File: config.mk
export PLATFORM = sky130hd
export DESIGN_NAME = pixel_timing_gen
export DESIGN_NICKNAME = d
export VERILOG_FILES = /design/src/rtl/pixel_timing_gen.sv
export SDC_FILE = /design/constraint.sdc
export NUM_CORES = 1
export LEC_CHECK = 0
export ABC_CLOCK_PERIOD_IN_PS = 10200
export CAP_MARGIN = 15
export CORE_AREA = 4 4 129 131
export CTS_CLUSTER_DIAMETER = 80
export DETAILED_ROUTE_END_ITERATION = 8
export DIE_AREA = 0 0 133 135
export GPL_ROUTABILITY_DRIVEN = 0
export GPL_TIMING_DRIVEN = 0
export PLACE_DENSITY = 0.63
export SLEW_MARGIN = 20
export SYNTH_ARGS = -nofsm -noshare
export SYNTH_HDL_FRONTEND = slang
export SYNTH_SLANG_ARGS = --single-unit
File: constraint.sdc
create_clock -name clk_125mhz -period 10.2 [get_ports clk_125mhz]
set_input_delay 2.04 -clock clk_125mhz [delete_from_list [all_inputs] [get_ports clk_125mhz]]
set_output_delay 2.04 -clock clk_125mhz [all_outputs]
set_load 0.02 [all_outputs]
File: src/rtl/pixel_timing_gen.sv
// Raster timing generator: pixel clock-enable divider, h/v counters, syncs, DE,
// frame counter and scroll-adjusted coordinates with commit at vblank entry.
`timescale 1ns/1ps
module pixel_timing_gen #(
    parameter int PIX_DIV   = 5,
    parameter int HRES      = 640,
    parameter int HFP       = 16,
    parameter int HSW       = 96,
    parameter int HBP       = 48,
    parameter int VRES      = 480,
    parameter int VFP       = 10,
    parameter int VSW       = 2,
    parameter int VBP       = 33,
    parameter bit HSYNC_POL = 1'b0,
    parameter bit VSYNC_POL = 1'b0,
    parameter int HSZ       = 10,
    parameter int VSZ       = 10
) (
    input  logic           clk_125mhz,
    input  logic           rstn_i,
    output logic           pix_ce_o,
    output logic [HSZ-1:0] hcount_o,
    output logic [VSZ-1:0] vcount_o,
    output logic           de_o,
    output logic           hsync_o,
    output logic           vsync_o,
    output logic [HSZ-1:0] xpix_o,
    output logic [VSZ-1:0] ypix_o,
    output logic [5:0]     frame_o,
    output logic           vblank_start_o,
    input  logic           cmd_valid_i,
    output logic           cmd_ready_o,
    input  logic [1:0]     cmd_addr_i,
    input  logic [15:0]    cmd_data_i
);
    localparam int HTOTAL = HRES + HFP + HSW + HBP;
    localparam int VTOTAL = VRES + VFP + VSW + VBP;
    localparam int DIVW   = $clog2(PIX_DIV);

    localparam logic [DIVW-1:0] DIV_LAST = DIVW'(PIX_DIV - 1);
    localparam logic [HSZ-1:0]  H_LAST   = HSZ'(HTOTAL - 1);
    localparam logic [HSZ-1:0]  H_ACT    = HSZ'(HRES);
    localparam logic [HSZ-1:0]  H_MAX    = HSZ'(HRES - 1);
    localparam logic [HSZ-1:0]  HS_BEG   = HSZ'(HRES + HFP);
    localparam logic [HSZ-1:0]  HS_END   = HSZ'(HRES + HFP + HSW);
    localparam logic [VSZ-1:0]  V_LAST   = VSZ'(VTOTAL - 1);
    localparam logic [VSZ-1:0]  V_ACT    = VSZ'(VRES);
    localparam logic [VSZ-1:0]  V_MAX    = VSZ'(VRES - 1);
    localparam logic [VSZ-1:0]  VS_BEG   = VSZ'(VRES + VFP);
    localparam logic [VSZ-1:0]  VS_END   = VSZ'(VRES + VFP + VSW);

    logic [DIVW-1:0] div_q, div_d;
    logic            en_q, en_d;
    logic            run_q, run_d;
    logic [HSZ-1:0]  h_q, h_d, sx_sh_q, sx_sh_d, sx_q, sx_d, xpix_q, xpix_d;
    logic [VSZ-1:0]  v_q, v_d, sy_sh_q, sy_sh_d, sy_q, sy_d, ypix_q, ypix_d;
    logic [5:0]      frame_q, frame_d;
    logic            de_q, de_d, hs_q, hs_d, vs_q, vs_d, vbs_q, vbs_d;
    logic            ce, commit, accept;
    logic [HSZ:0]    xsum, xwrap;
    logic [VSZ:0]    ysum, ywrap;

    always_comb begin
        ce    = (div_q == DIV_LAST);
        div_d = ce ? '0 : div_q + 1'b1;

        // run_q separates "held at 0 while idle" from "showing pixel (0,0)"
        run_d = run_q;
        h_d   = h_q;
        v_d   = v_q;
        if (ce) begin
            if (!en_q || !run_q) begin
                run_d = en_q;
                h_d   = '0;
                v_d   = '0;
            end else if (h_q == H_LAST) begin
                h_d = '0;
                v_d = (v_q == V_LAST) ? '0 : v_q + 1'b1;
            end else begin
                h_d = h_q + 1'b1;
            end
        end

        commit = ce && en_q && run_q && (h_d == '0) && (v_d == V_ACT);
        accept = cmd_valid_i && !commit;

        en_d    = en_q;
        sx_sh_d = sx_sh_q;
        sy_sh_d = sy_sh_q;
        sx_d    = commit ? sx_sh_q : sx_q;
        sy_d    = commit ? sy_sh_q : sy_q;
        frame_d = commit ? frame_q + 6'd1 : frame_q;
        if (accept) begin
            case (cmd_addr_i)
                2'd0: sx_sh_d = (cmd_data_i >= 16'(HRES)) ? H_MAX : cmd_data_i[HSZ-1:0];
                2'd1: sy_sh_d = (cmd_data_i >= 16'(VRES)) ? V_MAX : cmd_data_i[VSZ-1:0];
                2'd2: en_d    = cmd_data_i[0];
                default: frame_d = '0;
            endcase
        end

        de_d  = run_d && (h_d < H_ACT) && (v_d < V_ACT);
        hs_d  = (run_d && (h_d >= HS_BEG) && (h_d < HS_END)) ? HSYNC_POL : ~HSYNC_POL;
        vs_d  = (run_d && (v_d >= VS_BEG) && (v_d < VS_END)) ? VSYNC_POL : ~VSYNC_POL;
        vbs_d = commit;

        // Both operands are below the active size, so one subtraction wraps
        xsum   = {1'b0, h_d} + {1'b0, sx_q};
        xwrap  = xsum - {1'b0, H_ACT};
        ysum   = {1'b0, v_d} + {1'b0, sy_q};
        ywrap  = ysum - {1'b0, V_ACT};
        xpix_d = !de_d ? '0 : (xsum >= {1'b0, H_ACT}) ? xwrap[HSZ-1:0] : xsum[HSZ-1:0];
        ypix_d = !de_d ? '0 : (ysum >= {1'b0, V_ACT}) ? ywrap[VSZ-1:0] : ysum[VSZ-1:0];
    end

    always_ff @(posedge clk_125mhz or negedge rstn_i) begin
        if (!rstn_i) begin
            div_q   <= '0;
            en_q    <= 1'b0;
            run_q   <= 1'b0;
            h_q     <= '0;
            v_q     <= '0;
            sx_sh_q <= '0;
            sy_sh_q <= '0;
            sx_q    <= '0;
            sy_q    <= '0;
            frame_q <= '0;
            de_q    <= 1'b0;
            hs_q    <= ~HSYNC_POL;
            vs_q    <= ~VSYNC_POL;
            vbs_q   <= 1'b0;
            xpix_q  <= '0;
            ypix_q  <= '0;
        end else begin
            div_q   <= div_d;
            en_q    <= en_d;
            run_q   <= run_d;
            h_q     <= h_d;
            v_q     <= v_d;
            sx_sh_q <= sx_sh_d;
            sy_sh_q <= sy_sh_d;
            sx_q    <= sx_d;
            sy_q    <= sy_d;
            frame_q <= frame_d;
            de_q    <= de_d;
            hs_q    <= hs_d;
            vs_q    <= vs_d;
            vbs_q   <= vbs_d;
            xpix_q  <= xpix_d;
            ypix_q  <= ypix_d;
        end
    end

    assign pix_ce_o       = ce;
    assign cmd_ready_o    = !commit;
    assign hcount_o       = h_q;
    assign vcount_o       = v_q;
    assign de_o           = de_q;
    assign hsync_o        = hs_q;
    assign vsync_o        = vs_q;
    assign xpix_o         = xpix_q;
    assign ypix_o         = ypix_q;
    assign frame_o        = frame_q;
    assign vblank_start_o = vbs_q;
endmodule

==> metrics.txt, run 1 <==
fin crit share=61.1%; Clock Sinks=95; IO Count=73; Post-Synthesis Cells=545; cts repair resizes=0; Rows=46; min-delay worst type=register to register; slew margin rel.=39.6%; clock root buffer master=clkbuf_16; GR Util All Layers=14.8%; Crit. End Element=output port; # Post-CTS Setup Buffers=0; Period minus WS final=6.23 ns; vias=4359; WL final=13.0 mm; commonest cells in the netlist=dfrtp_1 (93), nor2_1 (57), nand2_1 (48); worst path cell trace=inv_1 -> ha_1 -> nand2_1 -> inv_2 -> nand3_1 -> or4b_1 -> o21ai_1 -> nand4_2 -> nor4_4 -> buf_4 -> buf_2 -> inv_2 -> clkdlybuf4s50_1; status=finished clean; Worst Hold Path Cells=1; initial antenna violation count=0; Critical Path Slowest Stage Cell=clkdlybuf4s50_1; top cells by area, synth=dfrtp_1 (43%), ha_1 (6.5%), mux2_1 (4.6%); Synth Register Bits=95; Max stage delay on crit path=0.54 ns; clock latency at the later pin of the worst-skew pair=0.34 ns; post-route insts no fill=850; layout cells sized above 1=6.78%; CTS clk-pin slew, worst paths=0.07 ns; total power=0.791 mW; setup_tns=0 ns; synthesis-to-finish area growth=24.8%; DRC Markers=0; Crit Path Class=register to output port; Max-Cap Viols=0; CTS Hold Bufs=0; full die area=18000 µm²; global-route wire length before repair=21.3 mm; Critical Path RT=8.16 ns; VDD IR-drop max=0.0000753 V; clock buffer depth=2; H-tree depth=3; Fin. Hold Viols=0; Worst setup SP type=register; FF-to-FF path depth=19; Worst path most repeated cell=inv_2; CTS tree=done; worst setup margin=3.97 ns; Pwr per Cell Area=118 nW/µm²; Antenna diodes=0; final setup skew=0.00762 ns; Die W=133 µm; vias in the first global route=4249; largest area contributor in the netlist=dfrtp_1; CTS buffer count=9; # setup viols final=0; Fmax achieved=160 MHz; Slew Viols, Final=0; gr ovfl total=0; Cells after DPL=834; RSZ-0062 raised after global routing=false; mapped cell area=5370 µm²; Leakage=3.10 nW; largest net degree at the start of global routing=82; Yosys top cell area share=43.4%; First-pass DRT Iterations=5; ys flop type=dfrtp_1; Setup WS pre-CTS=4.33 ns; Post-synth EDFFs=0; starting density of the core=34.4%; Slew @ Worst Pin=0.883 ns; final layout net count=680; Mapped Nets=596; Mapped Avg Cell Area=9.85 µm²; Worst Path Max Fanout=10; Worst EP arrival=4.19 ns; Final HPWL DP=10.1 mm; vias per inst=5.13; ys async rst share=100%; core footprint=15600 µm²; IO buf count=72; per-cell routed wire length=15.3 µm; chip height=135 µm; Synth warnings=0; post-route ant nets=0; distinct cell type count after synthesis=66; count leader, synth=dfrtp_1; post-synthesis sequential area ratio=44.3%; drt initial violations=392
[layout make-up]
class	instances	area, µm²
fillers	1484	8900
multi-input cells	401	2780
flip-flops and latches	95	2380
repair buffers	73	749
well taps	216	270
clock buffers	11	253
inverters	36	135
plain buffers	13	77.6
clock inverters	5	56.3
[stage by stage]
stage                     hold slack, ns  utilization [%]  instance area, µm²
final                              0.474             42.9                6700
after global routing               0.501             42.9                6700
after CTS                          0.476             42.9                6700
after detailed placement           0.470             41.0                6390
after global placement             0.448             40.8                6360
after floorplan                    0.432                -                5370
[placed cells by master, fill, tap and decap left out, types with 13 or more instances in the layout]
master	count
xnor2_1	13
nand3_1	19
inv_1	33
mux2i_1	18
nand2_1	48
mux2_1	22
xor2_1	13
o21ai_0	19
a21oi_1	19
ha_1	28
nor2_1	57
clkdlybuf4s50_1	71
dfrtp_1	93
[state kept, by name (all words and copies together), names as in the netlist]
| register | cells |
|---|---|
| sy_q | 10 |
| frame_o | 6 |
| ypix_o | 10 |
| de_o | 1 |
| hsync_o | 1 |
| sy_sh_q | 10 |
| vsync_o | 1 |
| hcount_o | 10 |
| xpix_o | 10 |
| vblank_start_o | 1 |
| run_q | 1 |
| vcount_o | 10 |
| div_q | 3 |
| sx_q | 10 |
| en_q | 1 |
| sx_sh_q | 10 |
[report_power, final]
part           switching [mW]  leakage [nW]  internal, mW
sequential            0.00601          1.23         0.381
clock                   0.143         0.152         0.203
combinational          0.0363          1.72        0.0220
total                   0.185          3.10         0.606
[cell families after synthesis]
logic type | share of synthesized area [%]
flops | 44.3
compound gates | 10.6
fa+ha+maj | 7.27
mux | 8.67
xor+xnor | 4.24
simple gates | 20.9
buf+inv | 3.96
[worst max-delay path: cells and delay by family, from the launching register on]
kind	cells	cell delay, ns
adder cells (fa/ha/maj)	1	0.19
AO/OA/AOI/OAI	1	0.38
buffers and inverters	6	1.28
AND/OR/NAND/NOR	5	1.59
flip-flops	1	0.40
[metal layers]
layer	GRT usage, %	wire length [µm]
met4	3.75	144
met3	3.58	745
met5	0	0
met2	24.4	6210
met1	19.6	5900
[final timing paths]
| kind | start | end | slack (ns) |
|---|---|---|---|
| max reg2reg | hcount_o[0] | xpix_o[7] | 4.76 |
| min | div_q[0] | div_q[0] | 0.47 |
| max | div_q[0] | cmd_ready_o | 3.97 |
| min in group asynchronous | rstn_i | vcount_o[8] | 1.52 |
| min reg2reg | div_q[0] | div_q[0] | 0.47 |
| max in group asynchronous | rstn_i | sx_q[8] | 8.06 |
Power figures use the tool's default switching activity.
==> run 2: changes to the inputs <==
--- a/config.mk
+++ b/config.mk
@@ -5,7 +5,7 @@
 export SDC_FILE = /design/constraint.sdc
 export NUM_CORES = 1
 export LEC_CHECK = 0
-export ABC_CLOCK_PERIOD_IN_PS = 10200
+export ABC_CLOCK_PERIOD_IN_PS = 5650
 export CAP_MARGIN = 15
 export CORE_AREA = 4 4 129 131
 export CTS_CLUSTER_DIAMETER = 80
@@ -13,7 +13,7 @@
 export DIE_AREA = 0 0 133 135
 export GPL_ROUTABILITY_DRIVEN = 0
 export GPL_TIMING_DRIVEN = 0
-export PLACE_DENSITY = 0.63
+export PLACE_DENSITY = 0.65
 export SLEW_MARGIN = 20
 export SYNTH_ARGS = -nofsm -noshare
 export SYNTH_HDL_FRONTEND = slang
==> constraint.sdc (replaced) <==
create_clock -name clk_125mhz -period 5.65 [get_ports clk_125mhz]
set_input_delay 1.13 -clock clk_125mhz [delete_from_list [all_inputs] [get_ports clk_125mhz]]
set_output_delay 1.13 -clock clk_125mhz [all_outputs]
set_load 0.02 [all_outputs]
==> metrics.txt, run 2 (synthesized netlist as in run 1, its figures left out) <==
status=finished clean; Final HPWL DP=10.1 mm; Reg2Reg Capture Point=xpix_o[7]; largest net degree at the start of global routing=83; CTS clk-pin slew, worst paths=0.07 ns; FF-to-FF path depth=19; Pwr per Cell Area=223 nW/µm²; starting density of the core=34.4%; chip height=135 µm; gr ovfl total=0; Slew @ Worst Pin=0.607 ns; Crit Path Class=register to output port; CTS buffer count=9; setup_tns=0 ns; Rows=46; initial antenna violation count=0; Crit. End Element=output port; Worst EP arrival=4.20 ns; CP endpoint=cmd_ready_o; DRC Markers=0; IO buf count=72; # setup viols final=0; vias per inst=5.14; vias in the first global route=4289; # Post-CTS Setup Buffers=0; full die area=18000 µm²; WL final=13.1 mm; launch point of the critical path=div_q[0]; Period minus WS final=5.33 ns; global-route wire length before repair=21.3 mm; Worst path most repeated cell=inv_2; IO Count=73; most frequent cells in the layout=dfrtp_1 (93), clkdlybuf4s50_1 (71), nor2_1 (57); worst path cell trace=inv_1 -> ha_1 -> nand2_1 -> inv_2 -> nand3_1 -> or4b_1 -> o21ai_1 -> nand4_2 -> nor4_4 -> buf_4 -> buf_2 -> inv_2 -> clkdlybuf4s50_1; Clock Sinks=95; Fin. Hold Viols=0; Worst setup SP type=register; CTS tree=done; First-pass DRT Iterations=6; final layout net count=680; delay-heaviest family, CP=simple AND/OR/NAND/NOR gates; Antenna diodes=0; final setup skew=0.0105 ns; r2r setup slk=0.58 ns; commonest non-fill, non-tap cell in the layout=dfrtp_1; Max stage delay on crit path=0.53 ns; Fmax achieved=188 MHz; clock root buffer master=clkbuf_16; Die W=133 µm; H-tree depth=3; CP Depth=13; post-route ant nets=0; WP buf/inv=6; synthesis-to-finish area growth=25.5%; GR Util All Layers=14.9%; clock buffer depth=2; min-delay worst type=register to register; Slew Viols, Final=0; layout cells sized above 1=6.94%; RSZ-0062 raised after global routing=false; Max-Cap Viols=0; fin crit share=94.4%; vias=4365; Critical Path Slowest Stage Cell=clkdlybuf4s50_1; VDD IR-drop max=0.000140 V; worst r2r src=hcount_o[0]; slew margin rel.=59.2%; Worst Path Max Fanout=10; Leakage=3.11 nW; core footprint=15600 µm²; Critical Path RT=4.52 ns; per-cell routed wire length=15.4 µm; drt initial violations=374; clock latency at the later pin of the worst-skew pair=0.35 ns; total power=1.50 mW
-- run 2: worst min path at each step --
stage	from	endpoint	cells after the start	slack, ns
floorplan	div_q[0]	div_q[0]	1	0.43
global placement	div_q[0]	div_q[0]	1	0.45
detailed placement	div_q[0]	div_q[0]	1	0.46
CTS	div_q[0]	div_q[0]	1	0.47
finish	div_q[0]	div_q[0]	1	0.46
global route	div_q[0]	div_q[0]	1	0.48
-- run 2: repair_timing --
item | 4_1_cts | 5_1_grt
hold buffers | 0 | 0
setup endpoints to repair | 0 | 3
gates resized for setup | 0 | 2
-- run 2: area by class of cell --
| type | instances | area, µm² |
|---|---|---|
| sequential | 95 | 2380 |
| clock buffer | 9 | 225 |
| fill | 1475 | 8860 |
| clock inverter | 7 | 120 |
| inverter | 36 | 135 |
| buffer | 13 | 77.6 |
| tap | 216 | 270 |
| multi-input combinational | 401 | 2780 |
| timing repair buffer | 73 | 749 |
-- run 2: metal layers --
layer  wire length [µm]  GRT usage (%)
met3                833           3.95
met2               6050           23.8
met4                201           5.43
met5                  0              0
met1               5970           19.6
-- run 2: worst register-to-register path, delay by kind of cell, from the launching register on --
family	cells	cell delay, ns
AO/OA/AOI/OAI	7	1.68
AND/OR/NAND/NOR	6	1.30
adder cells (fa/ha/maj)	3	0.90
flip-flops	1	0.46
XOR/XNOR	2	0.39
buffers and inverters	1	0.22
-- run 2: per-stage QoR --
step	area (µm²)	std cells	util, %	setup WS [ns]	hold WS, ns
floorplan	5370	545	-	1.06	0.432
global placement	6360	833	40.8	0.0579	0.446
detailed placement	6390	834	41.0	0.222	0.457
CTS	6730	850	43.2	0.218	0.466
global route	6740	850	43.2	0.136	0.481
finish	6740	850	43.2	0.319	0.459
-- run 2: power by group --
group          switching (mW)  internal (mW)
Combinational          0.0643         0.0395
Clock                   0.267          0.434
Sequential             0.0109          0.688
Total                   0.342           1.16
